===== config.mk =====
export PLATFORM = sky130hd
export DESIGN_NAME = ddfs_tuning_word_bank_flat
export DESIGN_NICKNAME = d
export VERILOG_FILES = /design/src/rtl/ddfs_tuning_word_bank_if.sv /design/src/rtl/ddfs_tuning_word_bank.sv /design/src/flat_wrapper.sv
export SDC_FILE = /design/constraint.sdc
export NUM_CORES = 1
export LEC_CHECK = 0
export BUFFER_PORTS_ARGS = -buffer_cell sky130_fd_sc_hd__buf_2
export CORE_MARGIN = 2
export CORE_UTILIZATION = 40
export DETAILED_ROUTE_END_ITERATION = 8
export PLACE_DENSITY_LB_ADDON = 0.25
export SYNTH_ARGS = -nofsm -noshare
export SYNTH_HDL_FRONTEND = slang
export SYNTH_SLANG_ARGS = --single-unit

===== constraint.sdc =====
create_clock -name Clock -period 1.6 [get_ports Clock]
set_clock_uncertainty 0.05 [all_clocks]
set_input_delay 0 -clock Clock [delete_from_list [all_inputs] [get_ports Clock]]
set_output_delay 0 -clock Clock [all_outputs]
set_load 0.1 [all_outputs]

===== src/rtl/ddfs_tuning_word_bank_if.sv =====
// Bus bundle for ddfs_tuning_word_bank: shadow write port, commit handshake and active outputs.
interface ddfs_tuning_word_bank_if #(
  parameter int WIDTH    = 48,
  parameter int CHANNELS = 4,
  parameter int ADDR_W   = 2
);
  logic                      Wr_En;
  logic [ADDR_W-1:0]         Wr_Addr;
  logic [WIDTH-1:0]          Wr_Data;
  logic                      Commit_Req;
  logic                      Commit_Mode;
  logic                      Sync;
  logic                      Busy;
  logic                      Done;
  logic [CHANNELS-1:0]       Pending;
  logic [CHANNELS*WIDTH-1:0] Dout;

  modport master (
    output Wr_En, Wr_Addr, Wr_Data, Commit_Req, Commit_Mode, Sync,
    input  Busy, Done, Pending, Dout
  );

  modport slave (
    input  Wr_En, Wr_Addr, Wr_Data, Commit_Req, Commit_Mode, Sync,
    output Busy, Done, Pending, Dout
  );
endinterface


===== src/rtl/ddfs_tuning_word_bank.sv =====
// Double-buffered multi-channel DDFS tuning-word bank with coherent commit.
// Define DDFS_RAMP_EN to slew active words toward the committed targets by RAMP_STEP per cycle.
module ddfs_tuning_word_bank #(
  parameter int               WIDTH     = 48,
  parameter int               CHANNELS  = 4,
  parameter int               ADDR_W    = 2,
  parameter logic [WIDTH-1:0] RAMP_STEP = 48'd1
) (
  input logic                    Clock,
  input logic                    Reset,
  ddfs_tuning_word_bank_if.slave bus
);

  typedef enum logic [1:0] {
    IDLE      = 2'd0,
    WAIT_SYNC = 2'd1,
    APPLY     = 2'd2
  } state_t;

  if ((RAMP_STEP == '0) || ((2 ** ADDR_W) < CHANNELS)) begin : g_bad_cfg
    $error("ddfs_tuning_word_bank: invalid RAMP_STEP or ADDR_W");
  end

  state_t              state_r;
  state_t              state_nxt_s;
  logic                busy_r;
  logic                done_r;
  logic                busy_nxt_s;
  logic                done_nxt_s;
  logic                enter_apply_s;
  logic                apply_done_s;
  logic                pend_clr_s;
  logic [CHANNELS-1:0] wr_hit_s;
  logic [CHANNELS-1:0] pending_r;
  logic [WIDTH-1:0]    shadow_r [CHANNELS];
  logic [WIDTH-1:0]    active_r [CHANNELS];

  // Write address decode; out-of-range addresses hit no channel
  always_comb begin
    wr_hit_s = '0;
    for (int c = 0; c < CHANNELS; c++) begin
      if (bus.Wr_En && (bus.Wr_Addr == ADDR_W'(c))) wr_hit_s[c] = 1'b1;
      else wr_hit_s[c] = 1'b0;
    end
  end

`ifdef DDFS_RAMP_EN
  logic [WIDTH-1:0] target_r [CHANNELS];
  logic [WIDTH-1:0] step_s   [CHANNELS];
  logic             ramp_done_s;

  // Clamped one-step move of every active word toward its target
  always_comb begin
    step_s      = active_r;
    ramp_done_s = 1'b1;
    for (int c = 0; c < CHANNELS; c++) begin
      if (target_r[c] > active_r[c]) begin
        if ((target_r[c] - active_r[c]) <= RAMP_STEP) step_s[c] = target_r[c];
        else step_s[c] = active_r[c] + RAMP_STEP;
      end else if (target_r[c] < active_r[c]) begin
        if ((active_r[c] - target_r[c]) <= RAMP_STEP) step_s[c] = target_r[c];
        else step_s[c] = active_r[c] - RAMP_STEP;
      end else begin
        step_s[c] = active_r[c];
      end
      if (step_s[c] != target_r[c]) ramp_done_s = 1'b0;
      else ramp_done_s = ramp_done_s;
    end
  end

  assign apply_done_s = ramp_done_s;
  assign pend_clr_s   = enter_apply_s;
`else
  assign apply_done_s = 1'b1;
  assign pend_clr_s   = (state_r == APPLY);
`endif

  // FSM state register
  always_ff @(posedge Clock) begin
    if (Reset) state_r <= IDLE;
    else       state_r <= state_nxt_s;
  end

  // FSM next-state logic
  always_comb begin
    state_nxt_s = state_r;
    case (state_r)
      IDLE: begin
        if (bus.Commit_Req) state_nxt_s = bus.Commit_Mode ? WAIT_SYNC : APPLY;
        else state_nxt_s = IDLE;
      end
      WAIT_SYNC: begin
        if (bus.Sync) state_nxt_s = APPLY;
        else state_nxt_s = WAIT_SYNC;
      end
      APPLY: begin
        if (apply_done_s) state_nxt_s = IDLE;
        else state_nxt_s = APPLY;
      end
      default: state_nxt_s = IDLE;
    endcase
  end

  // FSM output decode feeding the registered flags
  always_comb begin
    busy_nxt_s    = (state_nxt_s != IDLE);
    done_nxt_s    = (state_r == APPLY) && apply_done_s;
    enter_apply_s = (state_r != APPLY) && (state_nxt_s == APPLY);
  end

  // Registered handshake flags
  always_ff @(posedge Clock) begin
    if (Reset) begin
      busy_r <= 1'b0;
      done_r <= 1'b0;
    end else begin
      busy_r <= busy_nxt_s;
      done_r <= done_nxt_s;
    end
  end

  // Shadow words and pending flags; a same-edge write wins over the clear
  always_ff @(posedge Clock) begin
    if (Reset) begin
      pending_r <= '0;
      for (int c = 0; c < CHANNELS; c++) shadow_r[c] <= '0;
    end else begin
      for (int c = 0; c < CHANNELS; c++) begin
        if (wr_hit_s[c]) begin
          shadow_r[c]  <= bus.Wr_Data;
          pending_r[c] <= 1'b1;
        end else if (pend_clr_s) begin
          pending_r[c] <= 1'b0;
        end
      end
    end
  end

  // Active words: sampled from the pre-edge shadows so coincident writes wait for the next commit
  always_ff @(posedge Clock) begin
    if (Reset) begin
      for (int c = 0; c < CHANNELS; c++) active_r[c] <= '0;
`ifdef DDFS_RAMP_EN
      for (int c = 0; c < CHANNELS; c++) target_r[c] <= '0;
    end else begin
      if (enter_apply_s) target_r <= shadow_r;
      if (state_r == APPLY) active_r <= step_s;
    end
`else
    end else begin
      if (state_r == APPLY) active_r <= shadow_r;
    end
`endif
  end

  for (genvar c = 0; c < CHANNELS; c++) begin : g_dout
    assign bus.Dout[c*WIDTH +: WIDTH] = active_r[c];
  end

  assign bus.Busy    = busy_r;
  assign bus.Done    = done_r;
  assign bus.Pending = pending_r;

endmodule


===== src/flat_wrapper.sv =====
// flat-port wrapper written by rule: the top's interface ports become plain ports
module ddfs_tuning_word_bank_flat 
#(
  parameter int               WIDTH     = 48,
  parameter int               CHANNELS  = 4,
  parameter int               ADDR_W    = 2,
  parameter logic [WIDTH-1:0] RAMP_STEP = 48'd1
)
  (Clock, Reset, bus_Wr_En, bus_Wr_Addr, bus_Wr_Data, bus_Commit_Req, bus_Commit_Mode, bus_Sync, bus_Busy, bus_Done, bus_Pending, bus_Dout);
  ddfs_tuning_word_bank_if #(.WIDTH(WIDTH), .CHANNELS(CHANNELS), .ADDR_W(ADDR_W)) bus_i ();
  input logic Clock;
  input logic Reset;
  input wire logic [$bits(bus_i.Wr_En)-1:0] bus_Wr_En;
  input wire logic [$bits(bus_i.Wr_Addr)-1:0] bus_Wr_Addr;
  input wire logic [$bits(bus_i.Wr_Data)-1:0] bus_Wr_Data;
  input wire logic [$bits(bus_i.Commit_Req)-1:0] bus_Commit_Req;
  input wire logic [$bits(bus_i.Commit_Mode)-1:0] bus_Commit_Mode;
  input wire logic [$bits(bus_i.Sync)-1:0] bus_Sync;
  output wire logic [$bits(bus_i.Busy)-1:0] bus_Busy;
  output wire logic [$bits(bus_i.Done)-1:0] bus_Done;
  output wire logic [$bits(bus_i.Pending)-1:0] bus_Pending;
  output wire logic [$bits(bus_i.Dout)-1:0] bus_Dout;
  assign bus_i.Wr_En = bus_Wr_En;
  assign bus_i.Wr_Addr = bus_Wr_Addr;
  assign bus_i.Wr_Data = bus_Wr_Data;
  assign bus_i.Commit_Req = bus_Commit_Req;
  assign bus_i.Commit_Mode = bus_Commit_Mode;
  assign bus_i.Sync = bus_Sync;
  assign bus_Busy = bus_i.Busy;
  assign bus_Done = bus_i.Done;
  assign bus_Pending = bus_i.Pending;
  assign bus_Dout = bus_i.Dout;
  ddfs_tuning_word_bank #(.WIDTH(WIDTH), .CHANNELS(CHANNELS), .ADDR_W(ADDR_W), .RAMP_STEP(RAMP_STEP)) u_core (.Clock(Clock), .Reset(Reset), .bus(bus_i));
endmodule

==> results list, run 1 <==
- After detailed placement, the design holds a cell count of 2,323.
- Number of standard cells in the final layout excluding fillers: 2,453
- Derived from the worst setup path, the maximum achievable clock frequency is 681.7 MHz.
- Proportion of layout cells with a drive suffix above 1: 18.83%
- Count of input and output buffers: 253
- After detailed routing, the average wire length per cell comes to 15.30 um.
- Synthesis inferred 392 register bits.
* Number of warnings issued by yosys: 0
- Power density cells: 1223 mW/mm2
- For the final routed database, the setup TNS stands at 0 ns.
- Number of hold violations in the final report: 0
- Final core utilization: 51.69%
- Count of pins on the block boundary: 254
- Worst Hold Class: primary input to register
* CP Class: register to register
- The clock period could shrink to 1.467 ns.
- The max-slew violation total from the final report came to 0.
* Maximum Capacitance Violations: 0
- For this run, design rule violations remaining after detail routing come to 0.
- Among all stages on the critical path, the largest delay is contributed by dfxtp_1.
- Part of the Yosys area used for sequential elements: 58.24%
- Multiplexer cells account for 0.08357% of the synthesized area.
* Number of different library cells in the post-synthesis netlist: 20
- After clock tree synthesis, the setup repair step added 0 buffers.
* Area fraction in and, or, nand and nor cells after synthesis: 22.33%
- Measured along the x axis, the die boundary spans 187.5 um.
- Compound-Gate Fraction of Synth Area: 14.45%
- Pin count of the biggest net entering global routing: 98
- Fraction of synthesized cell area taken by the top area cell type: 58.24%
* Post-synthesis cell count: 1,701
- The detailed router finished its first iteration with 711 violations.
- For the pin with the worst max-slew slack, the measured transition is 0.5395 ns.
- Among all flip-flop cells after synthesis, the most frequent one is dfxtp_1.
- Maximum VDD drop: 0.7726 mV
- In this run, synthesis inferred 0 flip-flops with an integrated enable.
- Setup violations remaining at the end of the flow were counted as 0.
- Post-Synth Adder-Cell Area: 0%
- Maximum clock insertion buffer count: 3
- Wire length of the first global-routing pass: 59,420 um
* Worst hold slack: 0.09500 ns
- Of all cell types, the one taking the most synthesized area is dfxtp_1.
- Die Y-Extent: 187.5 um
- TritonCTS clock tree: yes
- # rows: 67
- For this run, the slowest stage of the critical path takes 0.45 ns.
* Number of global-route vias before repair: 11,400
- After Yosys synthesis, XOR and XNOR cells account for 0% of the synthesized area.
- After filler insertion, the fill cell instance count of the layout stands at 3,264.
- Multi-input logic area: 0.004997 mm2
- After global routing the overflow that remains totals 0.
- Core outline area: 0.03336 mm2
- After detailed routing, the total wire length is 37,520 um.
* Clk pin slew, worst setup/hold paths: 0.06 ns
- Global routing used 20.61% of the available tracks across all layers.
* Crit-path leading delay family: flip-flops
* Clock buffer count from CTS: 42
* Initial cell density of the core: 40.38%
- Of all flip-flops after synthesis, the portion carrying an async set or reset was 0%.
- At the worst endpoint, the required time is 1.99 ns.
* Antenna violations before repair: 4
* Top cells by area, synth: dfxtp_1, nand2_1, a21oi_1, buf_2, clkbuf_1
- The H-tree generated during clock tree synthesis spans 2 levels.
- Number of detailed-routing iterations run before antenna repair: 5
- Combinational family with the most area after synthesis: simple AND/OR/NAND/NOR gates
- Net count after synthesis: 1,757
- Netlist Area Pre-Place: 0.01347 mm2
- NumNets Final: 2,028
- The worst pin sits at a relative slew slack of 64.28%.
* Leak: 6.694 nW
- In the final layout, flip-flops and latches occupy 0.007849 mm2.
- The HPWL after detailed placement is 23,360 um.
- Of all nets on the critical path, the largest fanout is 20.
* Setup repair after global routing missed its margin: no
* Most frequent cells after synthesis: nand2_1, dfxtp_1, a21oi_1, clkbuf_1, buf_2
* Period utilisation layout: 91.68%
- The routed layout has 12,080 vias.
* Startpoint type of the worst setup path: register
* Outcome: complete, no violations
- STA classifies the critical path endpoint as a register.
* CP Buf/Inv Count: 2
* Master cell of the clock root buffer: clkbuf_16
- After detailed routing, the number of vias per cell comes to 4.925.
* Average footprint of a synthesized cell: 7.921 um2
- Compared with the post-synthesis result, the final layout area differs by 27.99%.
- Worst-skew pair later-pin latency: 0.52 ns
- Total die area: 0.03517 mm2
- The clock net in this run drives a total of 392 sinks.
* Leading cell type by number of instances after synthesis: nand2_1
- Placer Congestion: 0.7991
- The detail route stage leaves a number of antenna-violating nets equal to 0.
- Cells along the critical path: nor2b_4, buf_12, buf_4, nand2_1, a21oi_1
- Arrival time worst endpoint: 1.86 ns
## cell usage in the layout (no fill, tap or decap), types with 2 or more instances in the layout
master	count
dfxtp_1	391
buf_12	22
clkbuf_1	11
clkinv_2	6
buf_2	252
nor3_1	3
nand2_1	769
clkinvlp_4	2
a21oi_1	389
diode_2	3
clkbuf_8	9
and3b_2	2
dlygate4sd3_1	53
clkbuf_16	45
buf_4	29
nand3b_1	2
nor2_1	6
## worst reg2reg max path: stages, from the launching register on
cell and delay [ns]:
dfxtp_1 0.45, nor2b_4 0.27, buf_12 0.21, buf_4 0.18, nand2_1 0.07, a21oi_1 0.15
## cell type report
cell class	instances	share of cell area, %
timing repair buffer	357	14.29
multi-input combinational	1179	28.98
clock inverter	9	0.4353
tap	448	3.250
sequential	392	45.51
clock buffer	65	7.487
antenna	3	0.04353
## report_power, final
group / internal (mW) / total [mW] / switching [mW]
clock: 5.70 / 9.48 / 3.79
sequential: 9.97 / 10.1 / 0.107
combinational: 0.460 / 1.53 / 1.07
## state kept, by name (all words and copies together), names as in the netlist
signal	cells
u_core.state_r	2
u_core.bus.Dout	192
u_core.bus.Done	1
u_core.bus.Busy	1
u_core.bus.Pending	4
u_core.shadow_r	192
## cell families (layout without fill, tap and decap cells)
group / after synthesis / count (layout)
buffers and inverters: 130 / 431
AOI/OAI and AO/OA: 389 / 389
muxes: 1 / 1
and+or+nand+nor: 789 / 789
other: 0 / 3
DFF: 392 / 392
## through the flow
step	area [um2]	total power [mW]	setup slack [ns]
2_1_floorplan	13470	11.20	0.3075
3_3_place_gp	15340	11.70	0.2119
3_5_place_dp	15340	11.72	0.1491
4_1_cts	17240	21.29	0.1279
5_1_grt	17240	21.82	0.01215
6_report	17250	21.09	0.1331
## routing by layer
layer  up-vias  share of wire, %  global-route usage (%)
met2       342                47                   34.13
met1      5680                45                   27.45
met5         -             0.035                       0
li1       6001                 -                       -
met3        57               6.7                   4.080
met4         2               1.8                   5.694
## final timing paths
| kind | depth (start not counted) | slack, ns | start | end |
|---|---|---|---|---|
| worst max-delay path | 5 | 0.13 | u_core.state_r[1] | u_core.bus.Dout[52] |
| worst min-delay path | 5 | 0.09 | bus_Wr_Addr[0] | u_core.shadow_r[159] |
| worst max register to register | 5 | 0.13 | u_core.state_r[1] | u_core.bus.Dout[52] |
| worst min register to register | 2 | 0.40 | u_core.shadow_r[86] | u_core.bus.Dout[134] |
## repair_timing
item | 4_1_cts | 5_1_grt
hold buffers | 53 | 0
endpoints found under the hold margin | 227 | 0
gates resized for setup | 0 | 1
endpoints found under the setup margin | 0 | 1
No activity file was read; power rests on OpenSTA's default activity.
==> run 2, diff against run 1 <==
--- a/config.mk
+++ b/config.mk
@@ -5,11 +5,11 @@
 export SDC_FILE = /design/constraint.sdc
 export NUM_CORES = 1
 export LEC_CHECK = 0
-export BUFFER_PORTS_ARGS = -buffer_cell sky130_fd_sc_hd__buf_2
 export CORE_MARGIN = 2
 export CORE_UTILIZATION = 40
 export DETAILED_ROUTE_END_ITERATION = 8
-export PLACE_DENSITY_LB_ADDON = 0.25
+export DONT_BUFFER_PORTS = 1
+export PLACE_DENSITY = 0.57
 export SYNTH_ARGS = -nofsm -noshare
 export SYNTH_HDL_FRONTEND = slang
 export SYNTH_SLANG_ARGS = --single-unit
==> run 2 against run 1 <==
Compared with the run above:
- the flow now finishes with violations (hold timing)
- setup slack got worse by 0.077 ns
- power fell by 2.2%
- clock power fell by 4.0%
- routed wire length rose by 5.0%
- sequential power barely moved
- non-clock buffer count rose by 118
- clock-buffer cell count fell by 9
- global-route usage rose by 1.2 points
- sequential share of layout area fell by 4.3 points
- via count rose by 4.5%
- final cell count rose by 4.5%
- die area did not move
==> results list, run 2 (synthesis gave the netlist of run 1 again) <==
- The worst endpoint data arrival time came to 1.96 ns (+0.10 ns).
- The final routed wirelength across all metal layers is 39,390 um (+5.0%).
* Setup repair after global routing missed its margin: no
- The placed instance area came to 0.01530 mm2 (-0.26%).
- The leakage power summed over all cells came to 7.557 nW (+13%).
- The worst setup path is launched from a primary input.
- Number of detailed-routing iterations run before antenna repair: 5 (unchanged)
- DRC errors left: 0 (unchanged)
- Worst-skew pair later-pin latency: 0.52 ns (about the same)
* Critical Path End Type: register
- In this run the clock root is driven by a clkbuf_16.
* Overall track demand over capacity in global routing: 21.85% (+1.2 points)
- Power density cells: 1083 mW/mm2 (-11%)
- The number of fillers in the final layout came to 3,114 (-4.6%).
- The area of the die came to 0.03517 mm2 (unchanged).
- Count of input and output buffers: 0 (-100%)
- TritonCTS built the clock tree.
- The normalized max-slew margin was 54.99% (-9.3 points).
- Clk pin slew, worst setup/hold paths: 0.06 ns (about the same)
- The final setup TNS is 0 ns (unchanged).
* Number of hold violations in the final report: 198 (+198)
* Commonest non-fill, non-tap cell in the layout: nand2_1
* Via count: 12,620 (+4.5%)
* Worst hold slack: -0.4897 ns (-0.5847 ns)
* Failing checks: hold timing
* Mean routed wirelength per cell: 15.37 um (+0.46%)
- The floorplan core area is 0.03336 mm2 (unchanged).
- The number of antenna diodes was 0 (-3).
- Pin count of the biggest net entering global routing: 393 (+300%)
- The worst vdd rail ir drop came to 1.030 mV (+33%).
- Starting DRT DRC Count: 888 (+25%)
- The number of buffers created by CTS was 41 (-2.4%).
- Fmax achieved: 647.8 MHz (-5.0%)
- Htree depth: 2 (unchanged)
- The number of nets in the layout is 2,145 (+5.8%).
- The number of setup buffers added after CTS is 0 (unchanged).
- The total power after layout was 20.63 mW (-2.2%).
- The chip height came to 187.5 um (unchanged).
* Worst Tran Pin Value: 0.6752 ns (+0.1358 ns)
- The post-layout instance area is 0.01905 mm2 (+10%).
- Max Fanout on Critical Path: 4 (-80%)
* Total congestion overflow after global routing: 0 (unchanged)
- Horizontal extent of the die: 187.5 um (unchanged)
* Initial cell density of the core: 40.38% (unchanged)
* CP Class: primary input to register
- The buffer levels on the longest clock path was 3 (unchanged).
* TritonCTS sink count: 392 (unchanged)
* Final Critical Period: 1.544 ns (+0.07685 ns)
- Layout Area Growth over Synthesis: 41.41%
- The number of top-level pins came to 254 (unchanged).
- The detailed placement HPWL is 22,060 um (-5.6%).
- The global-route wire length before repair is 63,600 um (+7.1%).
* Required time at the endpoint of the critical path: 2.01 ns (+0.02 ns)
- Period utilisation layout: 96.48% (+4.8 points)
* Worst Hold Class: primary input to register
- Maximum Capacitance Violations: 0 (unchanged)
* Outcome: complete, but fails checks
- Number of setup violations in the final report: 0 (unchanged)
- Placer Congestion: 0.7345 (-8.1%)
- Number of global-route vias before repair: 12,430 (+9.0%)
* Commonest cells after routing, fill and taps aside: nand2_1, dfxtp_1, a21oi_1
- The number of buffers added to fix hold violations after cts came to 246 (+360%).
- # rows: 67 (unchanged)
- The number of antenna violations at the first check in global routing was 0 (-4).
- Number of antenna-violating nets in the routed design: 0 (unchanged)
- Final slew viol count: 0 (unchanged)
- Via-per-instance ratio: 4.925 (about the same)
- The layout cell share with drive strength beyond 1 was 14.18% (-4.6 points).
run 2: metrics by stage:
step                      instances  hold slack [ns]  setup slack [ns]  utilization (%)
after floorplan                1701          0.08596            0.3075                -
after global placement         2248          0.05771            0.1787            45.86
after detailed placement       2248          0.06210            0.1058            45.86
after CTS                      2563          -0.4920           0.08262            57.05
after global routing           2563          -0.5231           0.01290            57.11
final                          2563          -0.4897           0.05628            57.11
run 2: layer usage:
metal / track usage [%] / wire length [um] / share of wire, %
met5: 0 / 0 / 0
met4: 5.694 / 767 / 1.9
met3: 4.323 / 2647 / 6.7
met2: 36.92 / 18650 / 47
met1: 28.63 / 17320 / 44
run 2: what timing repair did:
action,4_1_cts,5_1_grt
endpoints found under the hold margin,392,198
setup endpoints to repair,0,44
gates resized for setup,0,6
run 2: critical path, cell delays in order:
cell and delay [ns]:
dlygate4sd3_1 0.63, nand2_1 0.07, dlygate4sd3_1 0.56, a21oi_1 0.12
dlygate4sd3_1 0.57
run 2: power by group:
part           switching [mW]  internal [mW]  leakage (nW)
registers               0.108           9.96          3.17
clock network            3.76           5.34         0.629
logic                   0.900          0.557          3.76
run 2: area by class of cell:
type	instances	area, um2	share of cell area (%)
flip-flops and latches	392	7848	41.18
multi-input cells	1179	5002	26.25
repair buffers	475	4372	22.94
clock buffers	56	1152	6.048
well taps	448	560.5	2.942
clock inverters	13	120.1	0.6304
run 2: path summary, 6_finish.rpt:
kind | from | to | slack, ns | cells after the start
worst min register to register | u_core.shadow_r[6] | u_core.bus.Dout[150] | 0.40 | 2
worst max register to register | u_core.state_r[0] | u_core.state_r[1] | 0.14 | 4
worst max-delay path | bus_Wr_Data[17] | u_core.shadow_r[161] | 0.06 | 5
worst min-delay path | Reset | u_core.bus.Dout[182] | -0.49 | 1
==> run 3, diff against run 2 <==
--- a/config.mk
+++ b/config.mk
@@ -5,6 +5,7 @@
 export SDC_FILE = /design/constraint.sdc
 export NUM_CORES = 1
 export LEC_CHECK = 0
+export CORE_ASPECT_RATIO = 0.7
 export CORE_MARGIN = 2
 export CORE_UTILIZATION = 40
 export DETAILED_ROUTE_END_ITERATION = 8
==> run 3 against run 2 <==
Compared with the run above:
- the flow still finishes with violations (hold timing)
- critical endpoint is now u_core.shadow_r[164]
- largest power group unchanged
- highest routed layer unchanged
- power increased by 0.56%
- final cell count decreased by 1.7%
- largest cell class unchanged
- clock power increased by 2%
- global-route usage increased by 0.82 points
- first-iteration DRC count increased by 25%
- routed wire length increased by 3.4%
- die area about the same
- critical path type unchanged
- combinational power decreased by 5%
- setup slack got worse by 0.015 ns
==> results list, run 3 (synthesis gave the netlist of run 1 again) <==
- The part of the total power dissipated in the clock network was 44.7% (+0.6 points).
- The total of buffers placed on input and output ports is 0 (unchanged).
- The most critical setup path has its startpoint at bus_Wr_Data[20].
* Critical Path End: u_core.shadow_r[164]
- Internal power: 15.93 mW (+0.45%)
- Wire length on met2: 18,510 um (-0.78%)
- Worst hold slack: -0.4760 ns (+0.01370 ns)
- Wire length of the first global-routing pass: 64,290 um (+1.1%)
* Clock buffer count from CTS: 39 (-4.9%)
- The number of nets in the layout was 2,111 (-1.6%).
- The net switching fraction of the power was 23.20% (+0.089 points).
* Clk pin slew, worst setup/hold paths: 0.06 ns (about the same)
- Slew headroom: 11.65% (-43 points)
* Cells along the critical path: dlygate4sd3_1, nand2_1, dlygate4sd3_1, a21oi_1, dlygate4sd3_1
* Critical Path End Type: register
* Worst-path cell with the longest stage delay: dlygate4sd3_1
- The total number of placement rows came to 56 (-16%).
- Startpoint type of the worst setup path: primary input
* Master cell of the clock root buffer: clkbuf_16
* Commonest cells after routing, fill and taps aside: nand2_1, dfxtp_1, a21oi_1
- The global placement routability congestion came to 0.7626 (+3.8%).
* Wire length reported by the detailed router: 40,730 um (+3.4%)
* Pin count of the biggest net entering global routing: 393 (unchanged)
- The worst reg-to-reg path cell count was 4 (unchanged).
- Part of the power in combinational logic: 6.7% (-0.4 points)
- The number of top-level pins came to 254 (unchanged).
* Worst slack at placement: 0.1278 ns (+0.02199 ns)
* Leak: 7.442 nW (-1.5%)
- Initial cell density of the core: 40.40% (about the same)
* Antenna violations before repair: 0 (unchanged)
- The run finished, with violations left.
- The largest stage delay on the critical path was 0.60 ns (-0.03 ns).
- The largest driver fanout on the critical path is 4 (unchanged).
* Number of setup violations in the final report: 0 (unchanged)
* Setup Buffers After CTS: 0 (unchanged)
- Maximum clock insertion buffer count: 3 (unchanged)
- HPWL after detailed placement: 21,680 um (-1.7%)
* Launch point of the worst reg-to-reg path: u_core.state_r[0]
- The met3 wire length is 2568 um (-3.0%).
- The average wire length per cell after detail routing was 16.17 um (+5.2%).
- The worst hold path begins at Reset.
- Setup repair after global routing left no endpoint under its margin.
- Number of antenna-violating nets in the routed design: 0 (unchanged)
- Die Y-Extent: 157.6 um (-16%)
* Setup total negative slack: 0 ns (unchanged)
* Net switching power of the design: 4.813 mW (+0.95%)
* Worst Hold Class: primary input to register
- The overall track demand over capacity in global routing is 22.68% (+0.82 points).
- Signal routing reaches up to met4.
- The maximum achievable frequency is 641.5 MHz (-0.98%).
- The hold violation total from the final report came to 61 (-69%).
- The share of the clock period used by the worst path after layout came to 97.43% (+0.95 points).
- Relative to the synthesized area, the layout overhead comes to 39.61%.
* Total die area: 0.03519 mm2 (about the same)
- Failing checks: hold timing
* Required time at the endpoint of the critical path: 1.96 ns (-0.05 ns)
* Core outline area: 0.03335 mm2 (about the same)
- The most numerous cell type found on the critical path is dlygate4sd3_1.
* Proportion of layout cells with a drive suffix above 1: 13.87% (-0.32 points)
* Horizontal extent of the die: 223.4 um (+19%)
* DRC errors left: 0 (unchanged)
- The transition time at the pin with the least slew margin came to 1.325 ns (+0.6500 ns).
* Power density cells: 1103 mW/mm2 (+1.9%)
- The number of antenna diodes is 0 (unchanged).
- The share of power burned in registers came to 48.6% (-0.2 points).
- The number of global-route vias before repair was 11,960 (-3.8%).
- Via count: 12,580 (-0.36%)
* CP Class: primary input to register
- Minimum setup slack among reg-to-reg paths: 0.05 ns (-0.09 ns)
* Final slew viol count: 0 (unchanged)
* Maximum Capacitance Violations: 0 (unchanged)
- Starting DRT DRC Count: 1,114 (+25%)
- The final worst slack is 0.04108 ns (-0.01520 ns).
- The endpoint identified for the worst register-to-register timing path is u_core.bus.Dout[6].
- The clock sink count came to 392 (unchanged).
- Arrival time worst endpoint: 1.92 ns (-0.04 ns)
- Commonest non-fill, non-tap cell in the layout: nand2_1
- Worst-skew pair later-pin latency: 0.53 ns (about the same)
* Final Critical Period: 1.559 ns (+0.01520 ns)
- Htree depth: 2 (unchanged)
* Maximum VDD drop: 0.7459 mV (-28%)
- The total congestion overflow after global routing was 0 (unchanged).
* TritonCTS clock tree: yes
- The number of vias per cell is 4.993 (+1.4%).
- M1 WL: 18,910 um (+9.2%)
- The count of TritonRoute iterations in the first routing pass came to 5 (unchanged).
- The number of fillers in the final layout is 3,066 (-1.5%).
-- run 3: worst min-delay path by stage --
stage,endpoint,slack (ns),cells past startpoint
2_1_floorplan,u_core.shadow_r[0],0.09,2
3_3_place_gp,u_core.bus.Dout[135],0.05,1
3_5_place_dp,u_core.bus.Dout[137],0.04,1
4_1_cts,u_core.bus.Dout[137],-0.53,1
5_1_grt,u_core.bus.Pending[2],-0.53,1
6_report,u_core.bus.Dout[135],-0.48,1
-- run 3: timing repair --
action / 4_1_cts / 5_1_grt
hold endpoints to repair: 392 / 198
hold buffers: 224 / 1
setup endpoints to repair: 0 / 3
gates resized for setup: 0 / 3
-- run 3: power by group through the flow --
stage | Sequential, mW | Combinational, mW | Clock [mW]
after floorplan | 10.6 | 0.637 | 0
after global placement | 10.3 | 1.07 | 0
after detailed placement | 10.3 | 1.09 | 0
after CTS | 10.1 | 1.38 | 9.46
after global routing | 10.1 | 1.49 | 9.89
final | 10.1 | 1.39 | 9.28
-- run 3: cell type report --
class | instances | area (um2) | area share [%]
clock buffer | 59 | 1184 | 6.292
tap | 435 | 544.3 | 2.893
timing repair buffer | 443 | 4119 | 21.90
sequential | 392 | 7849 | 41.72
multi-input combinational | 1179 | 4997 | 26.56
clock inverter | 11 | 118.9 | 0.6319
-- run 3: stage by stage --
step           instances  hold WS (ns)  util (%)  instance area (um2)  total power [mW]
2_1_floorplan       1701       0.08596         -                13470             11.20
3_3_place_gp        2224       0.04941     45.73                15250             11.35
3_5_place_dp        2224       0.04455     45.73                15250             11.38
4_1_cts             2518       -0.5334     56.36                18800             20.91
5_1_grt             2519       -0.5261     56.40                18810             21.47
6_report            2519       -0.4760     56.40                18810             20.74
-- run 3: routing by layer --
metal | track usage, % | vias up
met3 | 4.461 | 43
met5 | 0 | -
met4 | 5.841 | 0
met1 | 31.02 | 6029
li1 | - | 6144
met2 | 36.89 | 361
-- run 3: critical path, delay by kind of cell --
kind | cells | cell delay [ns]
buffers and inverters | 3 | 1.76
AND/OR/NAND/NOR | 1 | 0.10
AO/OA/AOI/OAI | 1 | 0.06
